===== src/rtl/cam_stream_gen.sv =====
// rtl/cam_stream_gen.sv - RGB444 camera pixel-stream generator with vsync/href framing.
// Optional CAM_STREAM_GEN_FRAME_CNT_EN adds frame_cnt and folds it into the ramp pattern.
module cam_stream_gen #(
  parameter int H_PIX   = 160,
  parameter int V_LINES = 120,
  parameter int VSYNC_W = 3,
  parameter int VBP     = 10,
  parameter int HBLANK  = 16,
  parameter int VFP     = 10
) (
  input  logic        CAM_pclk,
  input  logic        rst,
  input  logic        start,
  input  logic        cont,
  input  logic [1:0]  pattern_sel,
  input  logic [11:0] solid_rgb,
  output logic [7:0]  CAM_px_data,
  output logic        CAM_vsync,
  output logic        CAM_href,
  output logic        busy,
`ifdef CAM_STREAM_GEN_FRAME_CNT_EN
  output logic [7:0]  frame_cnt,
`endif
  output logic        frame_done
);

  localparam int XW = $clog2(H_PIX);
  localparam int YW = $clog2(V_LINES);
  localparam int CW = $clog2(2*H_PIX + VSYNC_W + VBP + HBLANK + VFP);

  typedef enum logic [2:0] {S_IDLE, S_VSYNC, S_VBP, S_LINE, S_HBLANK, S_VFP} state_t;

  state_t        state;
  logic [CW-1:0] cnt;
  logic [XW-1:0] x, nx, bar_idx;
  logic [YW-1:0] y, ny;
  logic          odd, nodd;
  logic [1:0]    pat_q;
  logic [11:0]   rgb_q, rgb;
  logic [7:0]    nbyte;
  logic [3:0]    ramp_b;

`ifndef CAM_STREAM_GEN_FRAME_CNT_EN
  logic [7:0]    frame_cnt;
`endif

  // Outputs are registered, so the byte is computed for the position the next cycle will show.
  always_comb begin
    nx   = '0;
    ny   = '0;
    nodd = 1'b0;
    if (state == S_LINE) begin
      nodd = ~odd;
      nx   = odd ? x + 1'b1 : x;
      ny   = y;
    end else if (state == S_HBLANK) begin
      ny = y + 1'b1;
    end
    bar_idx = nx / XW'(H_PIX/8);
`ifdef CAM_STREAM_GEN_FRAME_CNT_EN
    ramp_b = nx[3:0] + ny[3:0] + frame_cnt[3:0];
`else
    ramp_b = nx[3:0] + ny[3:0];
`endif
    case (pat_q)
      2'd1: begin
        case (bar_idx)
          XW'(0):  rgb = 12'hFFF;
          XW'(1):  rgb = 12'hFF0;
          XW'(2):  rgb = 12'h0FF;
          XW'(3):  rgb = 12'h0F0;
          XW'(4):  rgb = 12'hF0F;
          XW'(5):  rgb = 12'hF00;
          XW'(6):  rgb = 12'h00F;
          default: rgb = 12'h000;
        endcase
      end
      2'd2:    rgb = {nx[3:0], ny[3:0], ramp_b};
      default: rgb = rgb_q;
    endcase
    nbyte = nodd ? rgb[7:0] : {4'h0, rgb[11:8]};
  end

  always_ff @(posedge CAM_pclk or posedge rst) begin
    if (rst) begin
      state       <= S_IDLE;
      cnt         <= '0;
      x           <= '0;
      y           <= '0;
      odd         <= 1'b0;
      pat_q       <= 2'd0;
      rgb_q       <= 12'h000;
      CAM_px_data <= 8'h00;
      CAM_vsync   <= 1'b0;
      CAM_href    <= 1'b0;
      busy        <= 1'b0;
      frame_done  <= 1'b0;
      frame_cnt   <= 8'h00;
    end else begin
      frame_done <= 1'b0;
      case (state)
        S_IDLE: begin
          if (start) begin
            state     <= S_VSYNC;
            cnt       <= '0;
            pat_q     <= pattern_sel;
            rgb_q     <= solid_rgb;
            CAM_vsync <= 1'b1;
            busy      <= 1'b1;
          end
        end
        S_VSYNC: begin
          if (cnt == CW'(VSYNC_W-1)) begin
            state     <= S_VBP;
            cnt       <= '0;
            CAM_vsync <= 1'b0;
          end else cnt <= cnt + 1'b1;
        end
        S_VBP: begin
          if (cnt == CW'(VBP-1)) begin
            state       <= S_LINE;
            cnt         <= '0;
            CAM_href    <= 1'b1;
            CAM_px_data <= nbyte;
          end else cnt <= cnt + 1'b1;
        end
        S_LINE: begin
          if (cnt == CW'(2*H_PIX-1)) begin
            state       <= S_HBLANK;
            cnt         <= '0;
            x           <= '0;
            odd         <= 1'b0;
            CAM_href    <= 1'b0;
            CAM_px_data <= 8'h00;
          end else begin
            cnt         <= cnt + 1'b1;
            x           <= nx;
            odd         <= nodd;
            CAM_px_data <= nbyte;
          end
        end
        S_HBLANK: begin
          if (cnt == CW'(HBLANK-1)) begin
            cnt <= '0;
            if (y == YW'(V_LINES-1)) begin
              state <= S_VFP;
              y     <= '0;
            end else begin
              state       <= S_LINE;
              y           <= ny;
              CAM_href    <= 1'b1;
              CAM_px_data <= nbyte;
            end
          end else cnt <= cnt + 1'b1;
        end
        S_VFP: begin
          // frame_done is registered, so it is raised on the edge entering the last VFP cycle.
          if (cnt == CW'(VFP-2)) begin
            cnt        <= cnt + 1'b1;
            frame_done <= 1'b1;
            frame_cnt  <= frame_cnt + 1'b1;
          end else if (cnt == CW'(VFP-1)) begin
            cnt <= '0;
            if (cont) begin
              state     <= S_VSYNC;
              pat_q     <= pattern_sel;
              rgb_q     <= solid_rgb;
              CAM_vsync <= 1'b1;
            end else begin
              state <= S_IDLE;
              busy  <= 1'b0;
            end
          end else cnt <= cnt + 1'b1;
        end
        default: state <= S_IDLE;
      endcase
    end
  end

endmodule


===== config.mk =====
export PLATFORM = sky130hd
export DESIGN_NAME = cam_stream_gen
export DESIGN_NICKNAME = d
export VERILOG_FILES = /design/src/rtl/cam_stream_gen.sv
export SDC_FILE = /design/constraint.sdc
export NUM_CORES = 1
export LEC_CHECK = 0
export BUFFER_PORTS_ARGS = -buffer_cell sky130_fd_sc_hd__buf_2
export CELL_PAD_IN_SITES_DETAIL_PLACEMENT = 1
export CELL_PAD_IN_SITES_GLOBAL_PLACEMENT = 2
export CORE_MARGIN = 4
export CORE_UTILIZATION = 36
export DETAILED_ROUTE_END_ITERATION = 12
export GPL_ROUTABILITY_DRIVEN = 1
export GPL_TIMING_DRIVEN = 0
export PLACE_DENSITY_LB_ADDON = 0.1
export SETUP_SLACK_MARGIN = 0.5
export SLEW_MARGIN = 20
export SYNTH_ARGS = -nofsm -noshare
export SYNTH_HDL_FRONTEND = slang
export SYNTH_SLANG_ARGS = --single-unit

===== constraint.sdc =====
create_clock -name CAM_pclk -period 3 [get_ports CAM_pclk]
set_clock_uncertainty 0.15 [all_clocks]
set_input_delay 0 -clock CAM_pclk [delete_from_list [all_inputs] [get_ports CAM_pclk]]
set_output_delay 0 -clock CAM_pclk [all_outputs]
set_load 0.03 [all_outputs]

======== Yosys cells after proc, flatten, opt, wreduce, memory -nomap -nowiden ========
Index checks and enable logic that the tools add are counted.
operators by class
  $add $sub $neg .......................... 4
  divide/modulo/power cells ............... 1
  eq/ne operators ......................... 30
  multiplexer cells ....................... 60
  bitwise operators ....................... 1
  reductions and logical operators ........ 15
operators by type and width
  kind                                                                   count
  12-bit one-hot mux with 7 select lines                                 1
  8-bit two-way mux                                                      8
  9-bit two-way mux                                                      6
  9-bit one-hot mux with 6 select lines                                  1
  12-bit two-way mux                                                     4
  12-bit one-hot mux with 2 select lines                                 2
  9-bit by 4-bit equality test with 1-bit output, second input constant  3
  8-bit by 3-bit equality test with 1-bit output, second input constant  3
  3-bit two-way mux                                                      8
  8-bit one-hot mux with 3 select lines                                  1
  7-bit two-way mux                                                      3
  3-bit one-hot mux with 6 select lines                                  1
  1-bit two-way mux                                                      17
  8-bit by 2-bit equality test with 1-bit output, second input constant  2
  2-bit != test, second input constant                                   8
  5-bit AND reduction                                                    3
  9-bit by 1-bit adder with 9-bit output, second input constant          1
  9-bit by 2-bit equality test with 1-bit output, second input constant  1
  9-bit equality test, second input constant                             1
  8-bit by 1-bit adder with 8-bit output, second input constant          1
  8-bit by 5-bit divider with 8-bit output, second input constant        1
  8-bit by 1-bit equality test with 1-bit output, second input constant  1
  8-bit zero test                                                        1
  2-bit two-way mux                                                      4
  22 further kinds                                                       29
storage, ports and cells
  register bits after elaboration ......... 54
  input port bits ......................... 18
  output and inout port bits .............. 12
  logic and storage cells ................. 124

======== Depth between registers and ports, before layout ========
  depth in word-level cells ............... 11
  depth in mapped cells ................... 12
  gate-level depth less buffers ........... 10

======== Least setup slack after synthesis ========
No wires, ideal clock.
  path type ............................... register -> register
  start ................................... register state[0]
  end ..................................... register CAM_px_data[3]
  library setup time ...................... 131 ps
  arrival time ............................ 2403 ps
  required time ........................... 2719 ps
  path slack .............................. 316 ps
  stages on the path, launching flop included .. 12
  buffers on the path ..................... 2
  clock period less this slack ............ 2684 ps
  path through ............................ dfrtp_1 -> buf_4 -> and3b_1 -> clkbuf_1 -> a22o_1 -> ha_1 -> a21o_1 -> a21oi_1 -> xnor2_1 -> xor2_1 -> a2111oi_0 -> o41ai_1
on the way
  cells in the longest elaborated chain, start to end .. 10
  elaborated cells between the ends (all ways) .. 29
  those cells by class .................... add/sub: 1; div: 1; eq/ne: 12; mux: 12; reduce/logical: 3
ends and longest elaborated chain
  element                                                                 RTL line  text
  start: declaration                                                      33        state_t state;
  start signal: assignment                                                86        state <= S_IDLE;
  start signal: assignment                                                104       state <= S_VSYNC;
  start signal: assignment                                                114       state <= S_VBP;
  3-bit by 2-bit equality test with 1-bit output                          52, 101
  8-bit two-way mux                                                       52        if (state == S_LINE) begin
  8-bit by 5-bit divider with 8-bit output                                59        bar_idx = nx / XW'(H_PIX/8);
  8-bit by 3-bit equality test with 1-bit output (tied with other cells)  67        case (bar_idx)
  12-bit one-hot mux with 7 select lines                                  67
  12-bit one-hot mux with 2 select lines                                  65        case (pat_q)
  8-bit two-way mux                                                       81        nbyte = nodd ? rgb[7:0] : {4'h0, rgb[11:8]};
  8-bit two-way mux                                                       145       if (y == YW'(V_LINES-1)) begin
  8-bit two-way mux                                                       143       if (cnt == CW'(HBLANK-1)) begin
  8-bit one-hot mux with 3 select lines                                   101       case (state)
  end signal: assignment                                                  124       CAM_px_data <= nbyte;
  end signal: assignment                                                  139       CAM_px_data <= nbyte;
  end signal: assignment                                                  152       CAM_px_data <= nbyte;
  end: declaration                                                        17        output logic [7:0] CAM_px_data,
Several ways; a longest one is shown, not always the timed one. The select of a mux whose other input is x is not followed.
A chain may end at the register's enable or synchronous reset.

======== Worst setup path in the final report ========
  start ................................... register x[0]
  end ..................................... register CAM_px_data[0]
on the way
  cells in the longest elaborated chain, start to end .. 11
  elaborated cells between the ends (all ways) .. 20
  those cells by class .................... add/sub: 2; div: 1; eq/ne: 6; mux: 10; reduce/logical: 1
ends and longest elaborated chain
  element                                                                 RTL line  text
  start: declaration                                                      35        logic [XW-1:0] x, nx, bar_idx;
  start signal: assignment                                                137       x <= nx;
  8-bit by 1-bit adder with 8-bit output                                  54        nx = odd ? x + 1'b1 : x;
  8-bit two-way mux *                                                     54
  8-bit two-way mux *                                                     52
  8-bit by 5-bit divider with 8-bit output                                59
  8-bit by 3-bit equality test with 1-bit output (tied with other cells)  67
  12-bit one-hot mux with 7 select lines                                  67
  12-bit one-hot mux with 2 select lines *                                65
  8-bit two-way mux *                                                     81
  8-bit two-way mux                                                       145
  8-bit two-way mux                                                       143
  8-bit one-hot mux with 3 select lines *                                 101
Mark *: on every way between the ends. The rest lies on a longest branch, timed or not. The select of a mux whose other input is x is not followed.

==> impl_results.md <==
* Status: finished clean
* Clk Latency, worst-skew pair at 0.31 ns
* Ant diodes at 0
* Clock Sinks at 54
* Largest net degree at the start of global routing at 44
* Cell Pwr Density at 810 nW/µm²
* Routability Congestion at 0.815
* Part of the cycle the worst path needs at 88.6%
* Mapped Nets at 438
* Leakage at 0.00216 µW
* P&R area growth vs syn at 40.1%
* Sequential Power Share at 27.8%
* Root Driver: clkbuf_8
* H-tree depth at 2
* Via count at 3559
* Final setup fails at 0
* Syn Area/Cell at 8.93 µm²
* First-pass GRT wire length at 19.6 mm
* DP HPWL at 7.68 mm
* Mean number of vias per cell at 5.52
* Iter 0 DRT Violations at 150
* EDFF count, synth at 0
* Ys flop type: dfrtp_1
* Area contributors post-synth: dfrtp_1 37%, o21ai_0 7.8%, nand2_1 5.2%
* Post-route ant nets at 0
* Io pins at 30
* Post-synth top area share at 37.1%
* CP arrival at 2.72 ns
* Sw power at 1850 µW
* Worst reg-to-reg setup slack at 0.34 ns
* Cell Rows at 36
* Delay-heaviest family, CP: compound AO/OA/AOI/OAI gates
* Synth cell types at 65
* Most frequent cell after synthesis: o21ai_0
* Tmin final at 2.66 ns
* Worst setup EP type: register
* WL final at 11.9 mm
* Sequential area share after synthesis at 37.1%
* Critical path required time at 3.07 ns
* Global route total overflow at 0
* Nets@finish at 541
* Switching Fraction at 44.8%
* CP Max Fanout at 6
* Slowest cell on the critical path: dfrtp_2
* Final Hold Fails at 0
* Fin area at 5100 µm²
* Final Util at 51.9%
* Top post-synthesis cells by count: 57 x o21ai_0, 54 x dfrtp_1, 50 x nand2_1
* Cell-internal power at 2280 µW
* Fin. max-slew vios at 0
* Starting Density at 37.1%
* Cell chain of the critical path: buf_4, and4_1, buf_6, nand3_4, a21oi_4, a21boi_2, a2111oi_4, buf_6, a31oi_4, o41ai_2
* Mapped cell area at 3640 µm²
* Cell repeated most along the worst path: buf_6
* Syn. warnings at 0
* Initial antenna violation count at 0
* DRT Pass-1 Iters at 4
* DRC Markers at 0
* Unrepaired setup endpoints after global routing: yes
* Die extent in x at 109 µm
* Fill cells at 1157
* Largest area contributor in the netlist: dfrtp_1
* Fmax achieved at 376 MHz
* Async set-or-reset flop fraction in the synthesized netlist at 100%
* CTS tree: built
* Worst Path Class, Setup: reg2reg
* Mapped Cells at 408
* GR Util All Layers at 21.0%
* #FFs+latches synth at 54
* Vias in the first global route at 3688
* CP max stage delay at 0.45 ns
* Total power at 4130 µW
* Die ar. at 11800 µm²
* Relative slew slack at 49.4%
* Die Span Y at 109 µm
* Worst vdd ir at 0.470 mV
* CTS Buf Count at 5
* Layout cells sized above 1 at 35.2%
* Clock Tree Buf Depth at 2
* Area after DPL at 4000 µm²
* Core ar. at 9820 µm²
* Max Cap Viol at 0
* Worst-margin pin slew at 0.751 ns
* Buffers on Ports at 29
* Reg clk slew, reported paths at 0.12 ns
* Startpoint class of the critical path: register
* Min Hold Slack at 0.272 ns
* Buffer and inverter count on the worst path at 3
* Combinational Power Share at 59.6%
* Hold Path Class: in2reg
* Power share of the clock group at 12.6%
* Routed length per placed instance at 18.5 µm
==> final timing paths <==
check | start | cells after the start | endpoint
min in group asynchronous | rst | 4 | rgb_q[4]
setup reg to reg | x[0] | 10 | CAM_px_data[0]
setup / recovery | x[0] | 10 | CAM_px_data[0]
hold / removal | pattern_sel[0] | 4 | pat_q[0]
hold reg to reg | y[5] | 1 | y[5]
max in group asynchronous | rst | 5 | state[1]
==> tightest hold or removal path, delay by kind of cell <==
kind	cells	cell delay, ns
buffers and inverters	2	0.61
AO/OA/AOI/OAI	1	0.06
AND/OR/NAND/NOR	1	0.04
==> routing by layer <==
| layer | part of all wire [%] | vias up | global-route usage, % |
|---|---|---|---|
| met4 | 1.0 | 0 | 3.70 |
| met1 | 48 | 1808 | 30.1 |
| met3 | 2.5 | 11 | 2.33 |
| met2 | 48 | 47 | 34.4 |
| met5 | 0 | - | 0 |
| li1 | - | 1693 | - |
==> power groups by stage <==
stage | clock (µW) | combinational (µW) | sequential, µW
4_1_cts | 540 | 2240 | 1150
5_1_grt | 566 | 2690 | 1180
6_report | 519 | 2470 | 1150
3_3_place_gp | 0 | 1680 | 1150
2_1_floorplan | 0 | 1150 | 1220
3_5_place_dp | 0 | 1730 | 1160
==> timing repair <==
item,in CTS,in global routing
hold buffers,18,0
gates cloned,0,1
buffers inserted,32,15
resized for setup,68,35
pin swaps,26,21
endpoints found under the setup margin,32,35
hold endpoints to repair,71,0
==> flip-flops by register name (all words and copies together) (netlist names) <==
name         count
cnt              9
CAM_vsync        1
rgb_q           12
frame_done       1
CAM_px_data      8
state            3
odd              1
x                8
busy             1
y                7
CAM_href         1
pat_q            2
==> per-stage QoR <==
stage | instances | TNS [ns] | worst slack [ns]
3_5_place_dp | 571 | -0.187 | -0.0816
3_3_place_gp | 570 | -0.175 | -0.0726
5_1_grt | 645 | 0 | 0.232
6_report | 645 | 0 | 0.341
4_1_cts | 629 | 0 | 0.349
2_1_floorplan | 408 | 0 | 0.434
==> kinds of logic (layout without fill, tap and decap cells) <==
| group | after synthesis | count (layout) | synth area share (%) |
|---|---|---|---|
| compound gates | 136 | 136 | 24.4 |
| mux | 14 | 14 | 4.88 |
| flops | 54 | 54 | 37.1 |
| buf+inv | 32 | 136 | 4.33 |
| xor+xnor | 11 | 11 | 2.85 |
| simple gates | 149 | 149 | 22.1 |
| fa+ha+maj | 12 | 12 | 4.33 |
==> cells in the final DEF, fill, tap and decap left out, types with 4 or more instances in the layout <==
master	instances
nand2_1	49
o21ai_0	49
dfrtp_1	47
buf_4	42
buf_2	34
nor2_1	24
a21oi_1	20
dlygate4sd3_1	18
nand3_1	12
buf_6	10
mux2_4	10
nand2b_1	10
inv_1	9
ha_1	8
dfrtp_2	7
and3_1	6
a21o_1	6
a22o_1	6
o21ai_1	6
clkbuf_8	6
nor2b_1	5
o31ai_1	5
nor3_1	5
clkbuf_1	5
o211ai_1	5
and2_1	4
xnor2_1	4
nand4_1	4
o41ai_2	4
==> final cells by class <==
cell class | instances | area (µm²) | share of cell area [%]
buffer | 22 | 160 | 3.14
timing repair buffer | 96 | 761 | 14.9
inverter | 10 | 40.0 | 0.785
sequential | 54 | 1360 | 26.7
tap | 133 | 166 | 3.26
clock inverter | 2 | 37.5 | 0.736
multi-input combinational | 322 | 2500 | 49.1
clock buffer | 6 | 72.6 | 1.42
Note: power is estimated with default switching activity, not from simulation.
